===== src/rtl/ls_wb_pipe_pkg.sv =====
// Shared definitions for the LSU -> CSR/WB pipeline register: CSR address map,
// csr_wfunc encodings, FSM state type and payload width helper.
package ls_wb_pipe_pkg;

    localparam logic [11:0] CSR_MSTATUS  = 12'h300;
    localparam logic [11:0] CSR_MISA     = 12'h301;
    localparam logic [11:0] CSR_MIE      = 12'h304;
    localparam logic [11:0] CSR_MTVEC    = 12'h305;
    localparam logic [11:0] CSR_MSCRATCH = 12'h340;
    localparam logic [11:0] CSR_MEPC     = 12'h341;
    localparam logic [11:0] CSR_MCAUSE   = 12'h342;
    localparam logic [11:0] CSR_MTVAL    = 12'h343;
    localparam logic [11:0] CSR_MIP      = 12'h344;

    localparam logic [1:0] CSR_WFUNC_NONE  = 2'b00;
    localparam logic [1:0] CSR_WFUNC_WRITE = 2'b01;
    localparam logic [1:0] CSR_WFUNC_SET   = 2'b10;
    localparam logic [1:0] CSR_WFUNC_CLEAR = 2'b11;

    typedef enum logic [0:0] {
        ST_RUN  = 1'b0,
        ST_HOLD = 1'b1
    } ls_wb_state_e;

    // Fixed-width control fields: unusual, wfunc, CSR addr/ren/wen, rd addr/wen.
    localparam int PAY_CTRL_W = 23;

    function automatic int ls_wb_pay_width(input int data_len);
        return 4 * data_len + PAY_CTRL_W;
    endfunction

endpackage


===== src/rtl/ls_wb_entry.sv =====
// One payload slot of the LSU -> CSR/WB pipeline: load-enabled register with
// synchronous clear (clear wins over load) and asynchronous reset to zero.
module ls_wb_entry
    import ls_wb_pipe_pkg::*;
#(
    parameter int WIDTH = 151
) (
    input  logic             clk,
    input  logic             rst_n,
    input  logic             load,
    input  logic             clear,
    input  logic [WIDTH-1:0] d,
    output logic [WIDTH-1:0] q
);

    logic [WIDTH-1:0] q_r;

    // Slot storage
    always_ff @(posedge clk or negedge rst_n) begin
        if (!rst_n) begin
            q_r <= '0;
        end else if (clear) begin
            q_r <= '0;
        end else if (load) begin
            q_r <= d;
        end else begin
            q_r <= q_r;
        end
    end

    assign q = q_r;

endmodule


===== src/rtl/ls_wb_pipe.sv =====
// LSU -> CSR/WB pipeline register with trap hold. Define LS_WB_SKID_EN for a
// two-entry skid buffer with a registered lsu_ready; otherwise a single register.
module ls_wb_pipe
    import ls_wb_pipe_pkg::*;
#(
    parameter int DATA_LEN = 32
) (
    input  logic                clk,
    input  logic                rst_n,
    input  logic                lsu_valid,
    output logic                lsu_ready,
    input  logic                lsu_unusual_flag,
    input  logic [DATA_LEN-1:0] lsu_csr_wdata,
    input  logic [DATA_LEN-1:0] lsu_cause,
    input  logic [DATA_LEN-1:0] lsu_PC,
    input  logic [1:0]          lsu_csr_wfunc,
    input  logic [11:0]         lsu_CSR_addr,
    input  logic                lsu_CSR_ren,
    input  logic                lsu_CSR_wen,
    input  logic [DATA_LEN-1:0] lsu_rd_wdata,
    input  logic [4:0]          lsu_rd_addr,
    input  logic                lsu_rd_wen,
    output logic                LS_WB_reg_ls_valid,
    output logic                LS_WB_reg_unusual_flag,
    output logic [DATA_LEN-1:0] LS_WB_reg_csr_wdata,
    output logic [DATA_LEN-1:0] LS_WB_reg_cause,
    output logic [DATA_LEN-1:0] LS_WB_reg_PC,
    output logic [1:0]          LS_WB_reg_csr_wfunc,
    output logic [11:0]         LS_WB_reg_CSR_addr,
    output logic                LS_WB_reg_CSR_ren,
    output logic                LS_WB_reg_CSR_wen,
    output logic [DATA_LEN-1:0] LS_WB_reg_rd_wdata,
    output logic [4:0]          LS_WB_reg_rd_addr,
    output logic                LS_WB_reg_rd_wen,
    input  logic                wb_ready,
    input  logic                flush,
    output logic                trap_hold
);

    localparam int PAY_W = ls_wb_pay_width(DATA_LEN);

    ls_wb_state_e     state_r;
    ls_wb_state_e     state_nxt_s;
    logic             trap_hold_s;
    logic             accept_s;
    logic             consume_s;
    logic             head_valid_r;
    logic             head_valid_nxt_s;
    logic             head_load_s;
    logic             head_clear_s;
    logic [PAY_W-1:0] in_pay_s;
    logic [PAY_W-1:0] head_d_s;
    logic [PAY_W-1:0] head_q_s;

    assign in_pay_s = {lsu_unusual_flag, lsu_csr_wdata, lsu_cause, lsu_PC,
                       lsu_csr_wfunc, lsu_CSR_addr, lsu_CSR_ren, lsu_CSR_wen,
                       lsu_rd_wdata, lsu_rd_addr, lsu_rd_wen};

    // lsu_ready is already low under flush, so a flushed cycle never accepts.
    assign accept_s  = lsu_valid & lsu_ready;
    assign consume_s = head_valid_r & wb_ready;

    // FSM state register
    always_ff @(posedge clk or negedge rst_n) begin
        if (!rst_n) begin
            state_r <= ST_RUN;
        end else begin
            state_r <= state_nxt_s;
        end
    end

    // FSM next-state: a trap entry freezes intake until the redirect flush
    always_comb begin
        state_nxt_s = state_r;
        case (state_r)
            ST_RUN: begin
                if (accept_s && lsu_unusual_flag) begin
                    state_nxt_s = ST_HOLD;
                end else begin
                    state_nxt_s = ST_RUN;
                end
            end
            ST_HOLD: begin
                if (flush) begin
                    state_nxt_s = ST_RUN;
                end else begin
                    state_nxt_s = ST_HOLD;
                end
            end
            default: state_nxt_s = ST_RUN;
        endcase
    end

    // FSM outputs
    always_comb begin
        trap_hold_s = 1'b0;
        case (state_r)
            ST_RUN:  trap_hold_s = 1'b0;
            ST_HOLD: trap_hold_s = 1'b1;
            default: trap_hold_s = 1'b0;
        endcase
    end

    assign trap_hold = trap_hold_s;

`ifdef LS_WB_SKID_EN
    logic             skid_valid_r;
    logic             skid_valid_nxt_s;
    logic             skid_load_s;
    logic             skid_clear_s;
    logic [PAY_W-1:0] skid_q_s;
    logic             ready_r;
    logic             head_open_s;

    assign head_open_s = ~head_valid_r | wb_ready;
    assign lsu_ready   = ready_r & rst_n & ~flush;

    // Skid steering: head refills from skid first, then from upstream
    always_comb begin
        head_load_s      = 1'b0;
        head_clear_s     = 1'b0;
        head_d_s         = in_pay_s;
        head_valid_nxt_s = head_valid_r;
        skid_load_s      = 1'b0;
        skid_clear_s     = 1'b0;
        skid_valid_nxt_s = skid_valid_r;
        if (flush) begin
            head_clear_s     = 1'b1;
            head_valid_nxt_s = 1'b0;
            skid_clear_s     = 1'b1;
            skid_valid_nxt_s = 1'b0;
        end else if (head_open_s) begin
            if (skid_valid_r) begin
                head_load_s      = 1'b1;
                head_d_s         = skid_q_s;
                head_valid_nxt_s = 1'b1;
                skid_clear_s     = 1'b1;
                skid_valid_nxt_s = 1'b0;
            end else if (accept_s) begin
                head_load_s      = 1'b1;
                head_valid_nxt_s = 1'b1;
            end else begin
                head_clear_s     = 1'b1;
                head_valid_nxt_s = 1'b0;
            end
        end else if (accept_s) begin
            skid_load_s      = 1'b1;
            skid_valid_nxt_s = 1'b1;
        end else begin
            skid_valid_nxt_s = skid_valid_r;
        end
    end

    // Skid valid bit and registered ready (skid empty and RUN after this edge)
    always_ff @(posedge clk or negedge rst_n) begin
        if (!rst_n) begin
            skid_valid_r <= 1'b0;
            ready_r      <= 1'b1;
        end else begin
            skid_valid_r <= skid_valid_nxt_s;
            ready_r      <= ~skid_valid_nxt_s & (state_nxt_s == ST_RUN);
        end
    end

    ls_wb_entry #(.WIDTH(PAY_W)) u_skid (
        .clk   (clk),
        .rst_n (rst_n),
        .load  (skid_load_s),
        .clear (skid_clear_s),
        .d     (in_pay_s),
        .q     (skid_q_s)
    );
`else
    assign lsu_ready = rst_n & ~flush & ~trap_hold_s & (~head_valid_r | wb_ready);
    assign head_d_s  = in_pay_s;

    // Single-register steering: load on accept, clear when drained or flushed
    always_comb begin
        head_load_s      = 1'b0;
        head_clear_s     = 1'b0;
        head_valid_nxt_s = head_valid_r;
        if (flush) begin
            head_clear_s     = 1'b1;
            head_valid_nxt_s = 1'b0;
        end else if (accept_s) begin
            head_load_s      = 1'b1;
            head_valid_nxt_s = 1'b1;
        end else if (consume_s) begin
            head_clear_s     = 1'b1;
            head_valid_nxt_s = 1'b0;
        end else begin
            head_valid_nxt_s = head_valid_r;
        end
    end
`endif

    // Head valid bit
    always_ff @(posedge clk or negedge rst_n) begin
        if (!rst_n) begin
            head_valid_r <= 1'b0;
        end else begin
            head_valid_r <= head_valid_nxt_s;
        end
    end

    ls_wb_entry #(.WIDTH(PAY_W)) u_head (
        .clk   (clk),
        .rst_n (rst_n),
        .load  (head_load_s),
        .clear (head_clear_s),
        .d     (head_d_s),
        .q     (head_q_s)
    );

    assign LS_WB_reg_ls_valid = head_valid_r;
    assign {LS_WB_reg_unusual_flag, LS_WB_reg_csr_wdata, LS_WB_reg_cause, LS_WB_reg_PC,
            LS_WB_reg_csr_wfunc, LS_WB_reg_CSR_addr, LS_WB_reg_CSR_ren, LS_WB_reg_CSR_wen,
            LS_WB_reg_rd_wdata, LS_WB_reg_rd_addr, LS_WB_reg_rd_wen} = head_q_s;

endmodule


===== config.mk =====
export PLATFORM = sky130hd
export DESIGN_NAME = ls_wb_pipe
export DESIGN_NICKNAME = d
export VERILOG_FILES = /design/src/rtl/ls_wb_pipe_pkg.sv /design/src/rtl/ls_wb_entry.sv /design/src/rtl/ls_wb_pipe.sv
export SDC_FILE = /design/constraint.sdc
export NUM_CORES = 1
export LEC_CHECK = 0
export ABC_AREA = 1
export CAP_MARGIN = 20
export CELL_PAD_IN_SITES_DETAIL_PLACEMENT = 1
export CELL_PAD_IN_SITES_GLOBAL_PLACEMENT = 2
export CORE_MARGIN = 4
export CORE_UTILIZATION = 26
export CTS_BUF_LIST = sky130_fd_sc_hd__clkbuf_4
export DETAILED_ROUTE_END_ITERATION = 10
export PLACE_DENSITY_LB_ADDON = 0.1
export SYNTH_ARGS = -nofsm -noshare
export SYNTH_HDL_FRONTEND = slang
export SYNTH_SLANG_ARGS = --single-unit

===== constraint.sdc =====
create_clock -name clk -period 3.42 [get_ports clk]
set_input_delay 1.026 -clock clk [delete_from_list [all_inputs] [get_ports clk]]
set_output_delay 1.026 -clock clk [all_outputs]
set_load 0.02 [all_outputs]

Yosys cells after proc, flatten, opt, wreduce, memory -nomap -nowiden
Index checks and enable logic that the tools add are counted.
- bits of input ports: 156
- bits in registers: 153
- logic and storage cells: 30
- bitwise gates (word level): 10
- reduce and logical (&&, ||, !) cells: 3
- muxes and demuxes: 14
- operators with widths (cell ; number):
    $mux W151 ; 2
    $mux W1 ; 10
    $and A1 B1 Y1 ; 5
    $not A1 Y1 ; 4
    $pmux W1 S2 ; 2
    $reduce_bool A3 Y1 ; 1
    $reduce_bool A2 Y1 ; 1
    $logic_and A1 B1 Y1 ; 1
    $or A1 B1 Y1 ; 1

Logic depth before layout (Yosys ltp)
Gate-level depths: netlist (run 1).
- depth after elaboration: 10
- mapped depth: 7
- mapped depth without buffers: 5

By module
From an unflattened synthesis (run 1), not the netlist that was laid out.
- cell total of the unflattened synthesis: 676
- area, all modules: 6099.6 µm²
- modules (own cells, without submodules) (module ; cells an instance ; area each (µm²) ; instances):
    ls_wb_entry ; 655 ; 5965.7 ; 1
    ls_wb_pipe ; 21 ; 133.9 ; 1

Least setup slack after synthesis (run 1)
Ideal clock, no wire load.
- path kind: in2out
- start point: input port wb_ready
- end point: output port lsu_ready
- stages: 4
- arrival time: 1577 ps
- slack: 817 ps
- required time: 2394 ps
- cells stage by stage: inv_2 -> nand2_2 -> buf_4 -> and3_1
- cells in the longest elaborated chain, start to end: 2
- RTL lines (item ; line ; RTL):
    start, declared ; ls_wb_pipe.sv:35 ; input logic wb_ready,
    $or A1 B1 Y1 ; ls_wb_pipe.sv:174 ; assign lsu_ready = rst_n & ~flush & ~trap_hold_s & (~head_valid_r | wb_ready);
    $and A1 B1 Y1 ; ls_wb_pipe.sv:174 ;
    end, declared ; ls_wb_pipe.sv:11 ; output logic lsu_ready,
Every way passes these cells.

Worst setup path in the final report (run 1)
- start point: input port flush
- end point: output port lsu_ready
- cells in the longest elaborated chain, start to end: 4
- RTL lines (item ; line ; RTL):
    start, declared ; ls_wb_pipe.sv:36 ; input logic flush,
    $not A1 Y1 ; ls_wb_pipe.sv:174 ;
    $and A1 B1 Y1 (3 in series) ; ls_wb_pipe.sv:174 ;
Every way passes these cells.

==> results of run 1 <==
==> flip-flops by register name, indices dropped and copies added, names as in the netlist <==
register and count:
u_head.q 151, LS_WB_reg_ls_valid 1, state_r 1
==> Yosys cell counts (all sizes together) <==
cell / instances
nand2: 155
dfrtp: 153
nand4: 152
nand3: 151
buf: 41
clkbuf: 40
inv: 2
nor2: 2
a21oi: 1
and3: 1
o21ai: 1
==> metrics by stage <==
step,utilization,setup slack [ns],power (mW)
4_1_cts,0.417,0.269,4.14
3_3_place_gp,0.404,0.0236,2.83
2_1_floorplan,-,0.817,2.32
5_1_grt,0.418,0.216,4.26
3_5_place_dp,0.404,0.00255,2.85
6_report,0.418,0.269,4.06
==> final timing paths <==
check,to,cells after the start,startpoint,slack (ns)
max,lsu_ready,4,flush,0.27
min,u_head.q[94]$_DFFE_PN0P_,2,rst_n,0.41
max reg2reg,u_head.q[56]$_DFFE_PN0P_,5,LS_WB_reg_ls_valid$_DFFE_PN0P_,1.28
min reg2reg,u_head.q[47]$_DFFE_PN0P_,2,u_head.q[47]$_DFFE_PN0P_,0.51
max in group asynchronous,u_head.q[23]$_DFFE_PN0P_,3,rst_n,1.82
min in group clk,u_head.q[47]$_DFFE_PN0P_,2,u_head.q[47]$_DFFE_PN0P_,0.51
==> per-layer routing <==
metal | routed length (um) | up-vias | share of wire | global-route usage
li1 | - | 3027 | - | -
met1 | 11100 | 3259 | 0.42 | 0.232
met2 | 13100 | 224 | 0.49 | 0.314
met3 | 2160 | 24 | 0.081 | 0.0726
met4 | 384 | 2 | 0.014 | 0.0484
met5 | 12 | - | 0.00045 | 0
==> final cells by class <==
class	instances	area [um^2]	share of cell area
antenna	2	5.00	0.000489
clock buffer	19	143	0.0139
clock inverter	13	170	0.0166
inverter	2	7.51	0.000734
multi-input combinational	463	2350	0.230
sequential	153	3830	0.374
tap	324	405	0.0396
timing repair buffer	328	3320	0.324
==> power breakdown <==
part	switching [mW]	total (mW)	internal (mW)
clock	0.722	1.25	0.532
sequential	0.0551	1.96	1.90
combinational	0.458	0.849	0.392
==> cells by family (layout without fill, tap and decap cells) <==
family,count (synthesis),after routing
buffers and inverters,83,362
other,0,2
and+or+nand+nor,461,461
AOI/OAI and AO/OA,2,2
DFF,153,153
==> impl_metrics.csv, run 1 <==
group,metric,value,unit
clock_tree,cts_resized,1,
synthesis,synth-simple-area-share,0.355,
synthesis,netlist_instances,699,
timing,clock_skew,0.0364,ns
synthesis,yosys.area.top_type,"dfrtp_1",
synthesis,synth_compound_area_frac,0.00211,
synthesis,ys_ff_latch,153,
synthesis,yosys_warnings,0,
drt,drt_pass1_iterations,4,
drt,detail_route.wl_per_cell,20.5,um
floorplan,initial_core_util,0.266,
clock_tree,cts_tree,"done",
synthesis,synth_nets,855,
grt,grt_overflow,0,
drt,vias,6536,
worst_setup_path,critPathSlowestCell,"clkdlybuf4s50_1",
worst_setup_path,crit_family,"buffers and inverters",
synthesis,synthMuxAreaShare,0,
drt,drc,0,
drt,wl,26700,um
worst_setup_path,end_kind,"primary output",
timing,fmax,0.317,GHz
timing,tns,0,ns
timing,slew_headroom,0.414,
timing,hold_viol,0,
worst_setup_path,critPathBufInv,2,
synthesis,synth_area_per_cell,9.33,um^2
grt,grt_start_max_net_pins,152,
clock_tree,cts_inserted_buffers,17,
floorplan,die_y,166,um
synthesis,netlist_area,6520,um^2
grt,antenna_found_initial,2,
layout,instances_no_fill,1304,
synthesis,synth_top_family_by_area,"simple AND/OR/NAND/NOR gates",
floorplan,ios,310,
timing,tightest_slew,0.879,ns
clock_tree,clock_latency,0.56,ns
layout,nets,1121,
layout,n_fill_cell,2788,
outcome,outcome,"complete, no violations",
synthesis,synthAdderAreaFrac,0,
flow_run,max_cap_violations,0,
clock_tree,ctsHoldBuffers,0,
worst_setup_path,path_class,"in -> out",
synthesis,synth-xor-area-share,0,
synthesis,yosysUniqueCellTypes,17,
timing,min_period_over_period,0.921,
floorplan,dieArea,27700,um^2
synthesis,ys_seq_area_frac,0.587,
synthesis,synth_top_area_frac,0.587,
floorplan,std_cell_rows,57,
placed_design,dpl_cell_area,9880,um^2
grt,grt_pass1_vias,7096,
worst_setup_path,critPathLaunchType,"input port",
power_and_ir_drop,power.leakage,4.79,nW
placed_design,dp_hpwl,17500,um
floorplan,core,24500,um^2
timing,slew_violations,0,
layout,area_growth,56.9,%
placed_design,place.gp.congestion,0.738,
worst_setup_path,path_cells,"clkdlybuf4s50_1, nor2_1, and3_1, dlygate4sd2_1",
clock_tree,cts-root-buf,"clkbuf_4",
worst_setup_path,cp_max_fo,2,
timing,rsz0062_at_grt,"no",
layout,drive_gt1_frac,0.0583,
drt,drt_iter0_markers,389,
grt,grt_pass1_wl,42300,um
clock_tree,cts_max_level,4,
drt,viasPerCell,5.01,
clock_tree,cts.sinks,153,
power_and_ir_drop,power.density,397,nW/um^2
synthesis,synth_area_leaders,"dfrtp_1 59%, nand4_1 14%, nand3_1 12%",
timing,period_needed,3.15,ns
worst_setup_path,worstPathArrival,2.12,ns
floorplan,die_x,166,um
clock_tree,clk_pin_slew,0.16,ns
layout,finish.instance_area,10200,um^2
layout,final_common_cell,"clkdlybuf4s50_1",
placed_design,portBuffers,309,
worst_setup_path,required,2.39,ns
placed_design,post-place-cells,1269,
clock_tree,cts_buffer_depth,2,
timing,setup_viol,0,
drt,ant_nets,0,
grt,grt.total_usage,0.189,
timing,timing.hold.ws,0.413,ns
layout,most-common-layout-cells,"306 x clkdlybuf4s50_1, 154 x nand2_1, 153 x dfrtp_1, 151 x nand4_1, 151 x nand3_1",
worst_setup_path,max_stage_delay,0.44,ns
power_and_ir_drop,ir_drop,0.162,mV
clock_tree,post_cts_buffers,0,
worst_hold_path,hold_class,"in -> async",
No activity file was read; power rests on OpenSTA's default activity.
==> run 2: changes to the inputs <==
Settings changed: PLACE_DENSITY_LB_ADDON 0.1 to 0.2.
==> run 2 against run 1 <==
  * Sequential cell count unchanged
  * Setup slack worse by 0.075 ns
  * Register-to-register slack better by 0.44 ns
  * First-iteration DRC count up 2.1%
  * Wire length down 2.2%
  * Sequential share of layout area down 0.20 points
  * Non-clock buffer count up 1
  * Via count down 1.9%
  * Die area unchanged
  * Highest routed layer is now met4
==> impl_metrics.csv, run 2 (synthesized netlist as in run 1, its figures left out) <==
group,metric,value,unit
worst_setup_path,cp_max_fo,4,
floorplan,std_cell_rows,57,
grt,grt_pass1_vias,6606,
clock_tree,clk_pin_slew,0.15,ns
floorplan,die_y,166,um
placed_design,portBuffers,309,
layout,nets,1122,
grt,grt_pass1_wl,40800,um
drt,detail_route.wl_per_cell,20.0,um
floorplan,core,24500,um^2
layout,area_growth,57.8,%
drt,vias,6411,
worst_setup_path,critPathSlowestCell,"clkdlybuf4s50_1",
power_and_ir_drop,power.leakage,4.80,nW
clock_tree,cts_buffer_depth,2,
floorplan,initial_core_util,0.266,
worst_setup_path,max_stage_delay,0.50,ns
placed_design,dp_hpwl,16400,um
drt,wl,26100,um
grt,grt_overflow,0,
timing,fin_ws,0.194,ns
clock_tree,cts.sinks,153,
grt,antenna_found_initial,2,
timing,setup_viol,0,
clock_tree,cts-root-buf,"clkbuf_4",
timing,period_needed,3.23,ns
drt,drt_pass1_iterations,4,
clock_tree,cts_inserted_buffers,17,
layout,final_common_cell,"clkdlybuf4s50_1",
outcome,outcome,"complete, no violations",
worst_setup_path,reg2reg_from,"LS_WB_reg_ls_valid$_DFFE_PN0P_",
flow_run,max_cap_violations,0,
grt,grt_start_max_net_pins,153,
timing,slew_violations,0,
worst_setup_path,required,2.39,ns
timing,rsz0062_at_grt,"no",
worst_setup_path,critPathLaunchType,"input port",
placed_design,place_ws,-0.0877,ns
power_and_ir_drop,ir_drop,0.189,mV
timing,clock_skew,0.0216,ns
power_and_ir_drop,power,3.97,mW
floorplan,die_x,166,um
layout,largest_reg_flops,151,
floorplan,dieArea,27700,um^2
worst_setup_path,startpoint,"flush",
layout,most-common-layout-cells,"306 x clkdlybuf4s50_1, 154 x nand2_1, 153 x dfrtp_1, 151 x nand4_1, 151 x nand3_1",
clock_tree,cts_max_level,4,
clock_tree,cts_tree,"done",
drt,ant_nets,0,
timing,slew_headroom,0.439,
power_and_ir_drop,power.density,386,nW/um^2
drt,drc,0,
worst_setup_path,end_kind,"primary output",
drt,viasPerCell,4.92,
worst_setup_path,ff2ff_path_depth,5,
worst_setup_path,worstPathArrival,2.20,ns
floorplan,ios,310,
worst_hold_path,hold_class,"in -> async",
layout,drive_gt1_frac,0.0583,
worst_setup_path,path_class,"in -> out",
grt,grt.total_usage,0.184,
timing,tightest_slew,0.841,ns
timing,hold_viol,0,
timing,min_period_over_period,0.943,
placed_design,place.gp.congestion,0.736,
drt,drt_iter0_markers,397,
clock_tree,clock_latency,0.54,ns
timing,fmax,0.310,GHz
worst_setup_path,path_cells,"clkdlybuf4s50_1, nor2_1, and3_1, dlygate4sd2_1",
[run 2: cell types whose count changed in the layout (fill, tap and decap cells not counted)]
cell,previous run,this run
clkbuf_4,19,18
buf_12,5,13
buf_4,14,8
bufinv_16,3,2
inv_8,1,0
clkinv_4,2,1
inv_6,2,4
clkinvlp_4,4,5
buf_16,1,0
[run 2: worst paths after layout]
| path | endpoint | slack [ns] |
|---|---|---|
| setup reg to reg | u_head.q[124]$_DFFE_PN0P_ | 1.72 |
| max in group asynchronous | u_head.q[146]$_DFFE_PN0P_ | 1.90 |
| hold / removal | u_head.q[6]$_DFFE_PN0P_ | 0.42 |
| hold reg to reg | u_head.q[89]$_DFFE_PN0P_ | 0.51 |
| setup / recovery | lsu_ready | 0.19 |
| min in group clk | u_head.q[89]$_DFFE_PN0P_ | 0.51 |
[run 2: final cells by class]
| cell class | instances | area (um^2) |
|---|---|---|
| diodes | 2 | 5.00 |
| repair buffers | 329 | 3400 |
| clock inverters | 13 | 145 |
| fillers | 2781 | 14200 |
| well taps | 324 | 405 |
| multi-input cells | 463 | 2350 |
| inverters | 2 | 7.51 |
| clock buffers | 18 | 135 |
| flip-flops and latches | 153 | 3830 |
[run 2: metrics by stage]
stage	instances	TNS, ns	util	hold slack (ns)	cell area, um^2
finish	1304	0	0.420	0.415	10300
global route	1304	0	0.420	0.346	10300
CTS	1302	0	0.420	0.350	10300
detailed placement	1271	-0.0877	0.409	0.487	10000
global placement	1271	-0.0340	0.409	0.480	10000
floorplan	699	0	-	0.607	6520
[run 2: what timing repair did]
item | 4_1_cts | 5_1_grt
setup buffers | 0 | 0
setup endpoints to repair | 1 | 0
hold buffers | 0 | 0
gates resized for setup | 1 | 0
[run 2: power breakdown]
group | switching (mW) | internal, mW
combinational | 0.454 | 0.405
clock | 0.714 | 0.445
sequential | 0.0533 | 1.90
[run 2: worst max-delay path, delay by kind of cell]
kind / cells / cell delay (ns)
buffers and inverters: 2 / 0.83
and+or+nand+nor: 2 / 0.35
[run 2: metal layers]
metal | vias up | GRT usage | wire [um]
met5 | - | 0 | 0
met4 | 0 | 0.0420 | 341
met3 | 18 | 0.0674 | 2240
met2 | 207 | 0.283 | 11900
met1 | 3149 | 0.249 | 11600
li1 | 3037 | - | -
==> run 3: changes to the inputs <==
Settings changed: ABC_AREA 1 to not set.
==> run 3 against run 2 <==
  * Clock skew shrank 0.011 ns
  * Cell count shrank 28%
  * Sequential share of layout area grew 4.3 points
  * Area after synthesis shrank 17%
  * Via count shrank 31%
  * Clock power grew 17%
  * Worst hold slack gained 0.098 ns
  * Clock-buffer cell count is the same
  * First-iteration DRC count shrank 52%
  * Non-clock buffer count shrank 6
  * Register-to-register slack lost 0.09 ns
==> impl_metrics.csv, run 3 <==
group,metric,value,unit
outcome,outcome,"complete, no violations",
synthesis,yosys.area.top_type,"dfrtp_1",
drt,ant_nets,0,
synthesis,synth_nets,503,
clock_tree,clk_pin_slew,0.14,ns
floorplan,std_cell_rows,52,
placed_design,dp_hpwl,13900,um
worst_setup_path,end_kind,"primary output",
grt,grt.total_usage,0.169,
layout,most-common-layout-cells,"307 x clkdlybuf4s50_1, 153 x dfrtp_1, 152 x a22o_1, 18 x clkbuf_4",
clock_tree,post_cts_buffers,0,
synthesis,yosys-top-cells-count,"153 x dfrtp_1, 152 x a22o_1, 24 x buf_2",
power_and_ir_drop,power.internal,2.97,mW
timing,timing.hold.ws,0.513,ns
synthesis,synth_top_family_by_area,"compound AO/OA/AOI/OAI gates",
synthesis,synthFlopType,"dfrtp_1",
layout,largest_reg_flops,151,
synthesis,synth_top_area_frac,0.711,
worst_setup_path,crit_end,"lsu_ready",
clock_tree,cts-root-buf,"clkbuf_4",
drt,viasPerCell,4.69,
worst_setup_path,r2r_slack,1.63,ns
worst_setup_path,path_class,"in -> out",
timing,period_needed,3.23,ns
floorplan,die_x,152,um
grt,antenna_found_initial,2,
power_and_ir_drop,seqPwrFrac,0.483,
synthesis,ys_ff_latch,153,
synthesis,synth_edf_count,0,
timing,rsz0062_at_grt,"no",
clock_tree,cts_tree,"done",
timing,slew_headroom,0.387,
power_and_ir_drop,sw_frac_of_total,0.266,
grt,grt_pass1_wl,30900,um
timing,hold_viol,0,
worst_setup_path,ff2ff_path_depth,4,
floorplan,ios,310,
timing,tns,0,ns
clock_tree,clock_latency,0.53,ns
timing,clock_skew,0.0105,ns
power_and_ir_drop,pwr-share-comb,0.181,
synthesis,synth-simple-area-share,0.00767,
timing,fmax,0.310,GHz
layout,drive_gt1_frac,0.0717,
layout,final_common_cell,"clkdlybuf4s50_1",
grt,grt_pass1_vias,5069,
timing,slew_violations,0,
synthesis,netlist_area,5380,um^2
timing,fin_ws,0.191,ns
worst_setup_path,startpoint,"wb_ready",
worst_hold_path,hold_class,"reg -> reg",
clock_tree,cts_inserted_buffers,17,
drt,drc,0,
clock_tree,cts.sinks,153,
worst_setup_path,worstPathArrival,2.20,ns
timing,min_period_over_period,0.944,
worst_setup_path,critPathLaunchType,"input port",
floorplan,dieArea,23100,um^2
power_and_ir_drop,ir_drop,0.201,mV
synthesis,yosys_warnings,0,
drt,wl,19500,um
placed_design,portBuffers,309,
layout,area_growth,71.3,%
worst_setup_path,required,2.39,ns
grt,grt_start_max_net_pins,156,
layout,n_fill_cell,2116,
placed_design,place.gp.congestion,0.775,
drt,vias,4411,
synthesis,yosysMostFrequentCell,"dfrtp_1",
timing,setup_viol,0,
synthesis,synth_compound_area_frac,0.251,
power_and_ir_drop,p_switching,1.08,mW
clock_tree,cts_max_level,4,
power_and_ir_drop,power_frac_clock,0.336,
clock_tree,cts_buffer_depth,2,
synthesis,synth_area_leaders,"dfrtp_1 71%, a22o_1 25%, buf_2 2.2%",
power_and_ir_drop,power,4.04,mW
synthesis,synth_area_per_cell,15.5,um^2
worst_setup_path,r2r-end,"u_head.q[14]$_DFFE_PN0P_",
floorplan,core,20300,um^2
synthesis,yosysUniqueCellTypes,13,
grt,grt_overflow,0,
synthesis,netlist_instances,347,
synthesis,synthAdderAreaFrac,0,
synthesis,ys_seq_area_frac,0.711,
clock_tree,ctsHoldBuffers,0,
power_and_ir_drop,power.leakage,4.04,nW
worst_setup_path,cp_max_fo,2,
power_and_ir_drop,power.density,438,nW/um^2
flow_run,max_cap_violations,0,
synthesis,synthArstFlopShare,1.00,
drt,drt_pass1_iterations,4,
synthesis,synth-xor-area-share,0,
placed_design,place_ws,-0.0621,ns
synthesis,synthMuxAreaShare,0,
timing,tightest_slew,0.919,ns
floorplan,die_y,152,um
floorplan,initial_core_util,0.265,
worst_setup_path,reg2reg_from,"state_r$_DFF_PN0_",
drt,drt_iter0_markers,191,
drt,detail_route.wl_per_cell,20.8,um
layout,nets,812,
==> run 3: timing repair <==
action,4_1_cts,5_1_grt
hold endpoints to repair,0,0
endpoints found under the setup margin,1,0
gates resized for setup,1,0
==> run 3: worst min path at each step <==
stage / from / endpoint / slack (ns) / depth (start not counted)
6_report: u_head.q[67]$_DFFE_PN0P_ / u_head.q[67]$_DFFE_PN0P_ / 0.51 / 1
5_1_grt: u_head.q[9]$_DFFE_PN0P_ / u_head.q[9]$_DFFE_PN0P_ / 0.53 / 1
4_1_cts: u_head.q[3]$_DFFE_PN0P_ / u_head.q[3]$_DFFE_PN0P_ / 0.52 / 1
3_5_place_dp: u_head.q[3]$_DFFE_PN0P_ / u_head.q[3]$_DFFE_PN0P_ / 0.48 / 1
3_3_place_gp: u_head.q[138]$_DFFE_PN0P_ / u_head.q[138]$_DFFE_PN0P_ / 0.48 / 1
2_1_floorplan: u_head.q[133]$_DFFE_PN0P_ / u_head.q[133]$_DFFE_PN0P_ / 0.61 / 1
==> run 3: cells by family after synthesis <==
family / Yosys count
AOI/OAI and AO/OA: 154
buffers and inverters: 34
DFF: 153
and+or+nand+nor: 6
==> run 3: critical path, cell delays in order <==
cell and delay [ns]:
clkdlybuf4s50_1 0.47, nand2b_1 0.13, and4b_1 0.23, dlygate4sd2_1 0.34
==> run 3: area by class of cell <==
class / instances / area (um^2) / area share
Sequential cell: 153 / 3830 / 0.415
Timing Repair Buffer: 323 / 3290 / 0.356
Multi-Input combinational cell: 160 / 1410 / 0.152
Tap cell: 270 / 338 / 0.0366
Clock inverter: 14 / 220 / 0.0239
Clock buffer: 18 / 135 / 0.0147
Antenna cell: 2 / 5.00 / 0.000543
Inverter: 1 / 3.75 / 0.000407
==> run 3: layer usage <==
metal,global-route usage,share of wire
met2,0.278,0.50
met1,0.200,0.40
met4,0.0723,0.037
met5,0,0
met3,0.0606,0.064
==> run 3: power by group through the flow <==
stage                     registers [mW]  logic (mW)  clock network (mW)
after floorplan                     2.09       0.151                   0
after global placement              1.98       0.734                   0
after detailed placement            1.98       0.744                   0
after CTS                           1.95       0.747                1.43
after global routing                1.96       0.779                1.51
final                               1.95       0.733                1.36
==> run 3: stage by stage <==
step,instances,utilization,area (um^2)
2_1_floorplan,347,-,5380
3_3_place_gp,907,0.437,8860
3_5_place_dp,907,0.437,8860
6_report,941,0.454,9220
4_1_cts,939,0.454,9220
5_1_grt,941,0.454,9220
